<file path="src/rtl/restoring_divider_if.sv">
// restoring_divider_if
//   Host <-> divider handshake and operand/result bundle.
//   master : host side   (drives START, DIVIDEND, DIVISOR; reads results)
//   slave  : divider side (reads request/operands; drives results and status)
//   Signals: START, DIVIDEND[size], DIVISOR[size], QUOTIENT[size], REMAINDER[size],
//            DONE, BUSY, DIV_BY_ZERO
interface restoring_divider_if #(
    parameter int unsigned size = 8
);
    logic            START;
    logic [size-1:0] DIVIDEND;
    logic [size-1:0] DIVISOR;
    logic [size-1:0] QUOTIENT;
    logic [size-1:0] REMAINDER;
    logic            DONE;
    logic            BUSY;
    logic            DIV_BY_ZERO;

    modport master (
        output START, DIVIDEND, DIVISOR,
        input  QUOTIENT, REMAINDER, DONE, BUSY, DIV_BY_ZERO
    );

    modport slave (
        input  START, DIVIDEND, DIVISOR,
        output QUOTIENT, REMAINDER, DONE, BUSY, DIV_BY_ZERO
    );
endinterface

</file>
<file path="src/rtl/restoring_divider.sv">
// restoring_divider
//   Unsigned sequential restoring divider, size-bit / size-bit. One quotient bit
//   is resolved per SHIFT+SUB pair (2 cycles per bit). Division by zero finishes
//   immediately with QUOTIENT all-ones, REMAINDER = DIVIDEND and DIV_BY_ZERO set.
//   Ports:
//     CLOCK  in  system clock (rising edge)
//     RESET  in  synchronous, active-high; aborts any operation, clears all state
//     bus    restoring_divider_if.slave: START/DIVIDEND/DIVISOR in,
//            QUOTIENT/REMAINDER/DONE/BUSY/DIV_BY_ZERO out
module restoring_divider #(
    parameter int unsigned size = 8
) (
    input  logic               CLOCK,
    input  logic               RESET,
    restoring_divider_if.slave bus
);
    localparam int unsigned CW = $clog2(size + 1);

    typedef enum logic [1:0] {IDLE, SHIFT, SUB, FINISH} state_t;

    state_t          state, state_next;

    logic [size:0]   a;          // partial remainder; top bit carries the trial-subtract borrow
    logic [size-1:0] q;
    logic [size-1:0] m;
    logic [CW-1:0]   count;

    logic [size-1:0] quotient_r;
    logic [size-1:0] remainder_r;
    logic            dbz_r;

    logic [size:0]   diff;
    logic            borrow;
    logic [size:0]   a_sub;
    logic [size-1:0] q_sub;

    // Trial subtract; a borrow means the divisor did not fit, so A is kept (restore).
    always_comb begin
        diff   = a - {1'b0, m};
        borrow = diff[size];
        a_sub  = borrow ? a : diff;
        q_sub  = {q[size-1:1], ~borrow};
    end

    // State register
    always_ff @(posedge CLOCK) begin
        if (RESET) state <= IDLE;
        else       state <= state_next;
    end

    // Next-state logic
    always_comb begin
        state_next = state;
        case (state)
            IDLE:    if (bus.START) state_next = (bus.DIVISOR == '0) ? FINISH : SHIFT;
            SHIFT:   state_next = SUB;
            SUB:     state_next = (count == '0) ? FINISH : SHIFT;
            FINISH:  state_next = IDLE;
            default: state_next = IDLE;
        endcase
    end

    // Status outputs
    always_comb begin
        bus.BUSY = (state != IDLE);
        bus.DONE = (state == FINISH);
    end

    // Datapath. Results are loaded on the edge that enters FINISH (using the
    // final SUB outcome directly) so they are already valid during the DONE cycle.
    always_ff @(posedge CLOCK) begin
        if (RESET) begin
            a           <= '0;
            q           <= '0;
            m           <= '0;
            count       <= '0;
            quotient_r  <= '0;
            remainder_r <= '0;
            dbz_r       <= 1'b0;
        end else begin
            case (state)
                IDLE: begin
                    if (bus.START) begin
                        a     <= '0;
                        q     <= bus.DIVIDEND;
                        m     <= bus.DIVISOR;
                        count <= CW'(size);
                        dbz_r <= 1'b0;
                        if (bus.DIVISOR == '0) begin
                            quotient_r  <= '1;
                            remainder_r <= bus.DIVIDEND;
                            dbz_r       <= 1'b1;
                        end
                    end
                end
                SHIFT: begin
                    {a, q} <= {a[size-1:0], q, 1'b0};
                    count  <= count - CW'(1);
                end
                SUB: begin
                    a <= a_sub;
                    q <= q_sub;
                    if (count == '0) begin
                        quotient_r  <= q_sub;
                        remainder_r <= a_sub[size-1:0];
                    end
                end
                default: ;
            endcase
        end
    end

    assign bus.QUOTIENT    = quotient_r;
    assign bus.REMAINDER   = remainder_r;
    assign bus.DIV_BY_ZERO = dbz_r;
endmodule

</file>
<file path="src/flat_wrapper.sv">
// flat-port wrapper written by rule: the top's interface ports become plain ports
module restoring_divider_flat 
#(
    parameter int unsigned size = 8
)
  (CLOCK, RESET, bus_START, bus_DIVIDEND, bus_DIVISOR, bus_QUOTIENT, bus_REMAINDER, bus_DONE, bus_BUSY, bus_DIV_BY_ZERO);
  restoring_divider_if #(.size(size)) bus_i ();
  input  logic CLOCK;
  input  logic RESET;
  input wire logic [$bits(bus_i.START)-1:0] bus_START;
  input wire logic [$bits(bus_i.DIVIDEND)-1:0] bus_DIVIDEND;
  input wire logic [$bits(bus_i.DIVISOR)-1:0] bus_DIVISOR;
  output wire logic [$bits(bus_i.QUOTIENT)-1:0] bus_QUOTIENT;
  output wire logic [$bits(bus_i.REMAINDER)-1:0] bus_REMAINDER;
  output wire logic [$bits(bus_i.DONE)-1:0] bus_DONE;
  output wire logic [$bits(bus_i.BUSY)-1:0] bus_BUSY;
  output wire logic [$bits(bus_i.DIV_BY_ZERO)-1:0] bus_DIV_BY_ZERO;
  assign bus_i.START = bus_START;
  assign bus_i.DIVIDEND = bus_DIVIDEND;
  assign bus_i.DIVISOR = bus_DIVISOR;
  assign bus_QUOTIENT = bus_i.QUOTIENT;
  assign bus_REMAINDER = bus_i.REMAINDER;
  assign bus_DONE = bus_i.DONE;
  assign bus_BUSY = bus_i.BUSY;
  assign bus_DIV_BY_ZERO = bus_i.DIV_BY_ZERO;
  restoring_divider #(.size(size)) u_core (.CLOCK(CLOCK), .RESET(RESET), .bus(bus_i));
endmodule
</file>
<file path="config.mk">
export PLATFORM = sky130hd
export DESIGN_NAME = restoring_divider_flat
export DESIGN_NICKNAME = d
export VERILOG_FILES = /design/src/rtl/restoring_divider_if.sv /design/src/rtl/restoring_divider.sv /design/src/flat_wrapper.sv
export SDC_FILE = /design/constraint.sdc
export NUM_CORES = 1
export LEC_CHECK = 0
export ABC_AREA = 1
export CORE_MARGIN = 4
export CORE_UTILIZATION = 50
export DETAILED_ROUTE_END_ITERATION = 10
export GPL_ROUTABILITY_DRIVEN = 1
export PLACE_DENSITY_LB_ADDON = 0.12
export SLEW_MARGIN = 20
export SYNTH_ARGS = -nofsm -noshare
export SYNTH_HDL_FRONTEND = slang
export SYNTH_SLANG_ARGS = --single-unit
</file>
<file path="constraint.sdc">
create_clock -name CLOCK -period 1.8 [get_ports CLOCK]
set_input_delay 0.54 -clock CLOCK [delete_from_list [all_inputs] [get_ports CLOCK]]
set_output_delay 0.54 -clock CLOCK [all_outputs]
set_load 0.02 [all_outputs]
</file>
==> run metrics <==
status complete, but fails checks; failing checks negative setup slack; sequential area share after synthesis 0.3419; ratio of total power to cell area 1018 mW/mm^2; Post-synth EDFFs 0; Detail Route Antenna Nets 0; DR vias/cell 5.374; Die X 82.97 um; CTS sink cnt 48; Synth Register Bits 48; Leak 1.999 nW; antenna fix cells 0; most frequent cells after synthesis nand2_1, dfxtp_1, inv_1, nand3_1, a21oi_1; Crit path arrival time 2200 ps; GRT Util Overall 0.2280; crit-path max FO 5; worst hold slack 471.1 ps; CTS tree built; Yosys top cell by area dfxtp_1; Crit. End Element flip-flop; H-tree Lvls 2; Seq. cell area 963.4 um^2; Initial Utilization 0.5135; Worst-path clk slew 100 ps; vias in the first global route 2852; CTS Buf Count 5; RSZ-0062 raised after global routing true; Avg WL per Cell 14.73 um; Worst Tran Pin Value 408.0 ps; cts hold-fix bufs 0; post-synth top area share 0.3419; CP required 2040 ps; Clock Latency Late Sink 310 ps; largest net degree at the start of global routing 35; Finished Cell Area 0.004108 mm^2; GPL Wtd Cong 0.8629; Placed Instances 524; Max-slew headroom 0.7273; Post-Route WL 7.924 mm; syn_nets 417; Mapped Cells 383; final slew viol count 0; initial antenna violation count 0; multi-input logic area 0.001936 mm^2; period utilization 1.089; Clock Path Buffers 2; endpoints failing hold 0; Die Area 0.006884 mm^2; cell area after synthesis 0.002810 mm^2; total core area 0.005473 mm^2; drt first pass iters 5; Synth-to-Final Area Change 46.17%; Tot Pwr 0.004182 W; Max Fclk 510.2 MHz; endpoints failing setup 18; total grt overflow 0; Period minus WS final 1960 ps; post-route insts no fill 538; top-count cell post-synth nand2_1; top cells by area, synth dfxtp_1, nand2_1, nand3_1; I/O Buffers 37; DP Area 0.003611 mm^2; TNS Setup -1777 ps; share of cells above drive strength 1 0.3133; clock skew 9.087 ps; Final nets 499; vias 2891; drt initial violations 185; predominant post-synthesis flop cell dfxtp_1; worst min path class reg -> reg; DIE HEIGHT 82.97 um; Residual DRC 0; CP Class reg -> reg; synthesized area per cell 7.337 um^2; max-cap violations 0; detailed placement HPWL 5.271 mm; Ports 38; Setup WS post-layout -160.1 ps; Row Count 27; fillers 428; Yosys Warn Count 0; post-synth cell types 37; FFs w/ async S/R, synth 0; clock root buffer clkbuf_8; first-pass GRT wire length 13.19 mm; Startpoint Class flip-flop; worst vdd ir 0.6089 mV
metal layers:
metal / vias up / track usage / share of wire
met3: 19 / 0.04365 / 0.047
met4: 0 / 0.08024 / 0.019
met5: - / 0 / 0
met2: 94 / 0.3703 / 0.47
met1: 1345 / 0.3012 / 0.46
li1: 1433 / - / -
state kept, by name (all words and copies together), names as in the netlist:
signal,count
u_core.state,2
u_core.bus.QUOTIENT,8
u_core.count,4
u_core.bus.REMAINDER,8
u_core.a,9
u_core.q,8
u_core.m,8
u_core.bus.DIV_BY_ZERO,1
worst paths after layout:
kind,startpoint,to,slack [ps],depth (start not counted)
worst max-delay path,u_core.a[0]$_SDFFE_PP0P_,u_core.a[0]$_SDFFE_PP0P_,-160,13
worst max register to register,u_core.a[0]$_SDFFE_PP0P_,u_core.a[0]$_SDFFE_PP0P_,-160,13
worst min register to register,u_core.bus.DIV_BY_ZERO$_SDFFE_PP0P_,u_core.bus.DIV_BY_ZERO$_SDFFE_PP0P_,470,2
worst min-delay path,u_core.bus.DIV_BY_ZERO$_SDFFE_PP0P_,u_core.bus.DIV_BY_ZERO$_SDFFE_PP0P_,470,2
metrics by stage:
step / utilization / setup WS (ps)
final: 0.7506 / -160.1
after global placement: 0.6598 / -323.9
after floorplan: - / 11.39
after global routing: 0.7506 / -236.4
after detailed placement: 0.6598 / -353.7
after CTS: 0.7083 / -102.3
cell usage in the layout, fill, tap and decap left out, drive strengths merged:
cell type	n
a211oi	2
a21oi	35
a31oi	8
buf	52
clkbuf	7
clkdlybuf4s50	12
clkinv	2
clkinvlp	1
dfxtp	48
dlygate4sd2	9
dlymetal6s2s	14
fa	1
ha	14
inv	49
nand2	85
nand3	46
nand3b	1
nand4	2
nor2	28
nor3	7
o211ai	8
o21ai	30
or2	1
xnor2	1
xor2	3
cells by family after synthesis:
| group | synth area share |
|---|---|
| and+or+nand+nor | 0.3054 |
| AOI/OAI and AO/OA | 0.1750 |
| buffers and inverters | 0.09573 |
| DFF | 0.3419 |
| adders and majority gates | 0.06946 |
| xor gates and xnor gates | 0.01247 |
layout make-up:
type                       count  share of cell area
timing repair buffer          87              0.2010
multi-input combinational    272              0.4712
clock buffer                   7             0.02102
clock inverter                 1            0.001828
sequential                    48              0.2345
tap                           72             0.02193
inverter                      51             0.04843
where the power goes:
group	leakage, nW	switching [W]	internal [W]
sequential	0.393	0.000114	0.00124
clock	0.0445	0.000390	0.000313
combinational	1.56	0.00126	0.000863
total	2.00	0.00177	0.00242
worst max-delay path: stages, from the launching register on:
cell and delay (ps):
dfxtp_2 340, inv_2 70, ha_4 120, inv_2 40, fa_2 340, nand2_2 90
nand2_4 70, nand3_4 130, nand3_4 160, nand2_8 160, nand3_4 80, nand3_2 90
nand2_1 70, a21oi_2 140
what timing repair did:
action | CTS | global route
endpoints found under the setup margin | 29 | 35
endpoints found under the hold margin | 0 | 0
setup buffers | 3 | 1
gates resized for setup | 46 | 52
gates cloned | 1 | 1
pin swaps | 12 | 22
(Power assumes the default switching activity.)
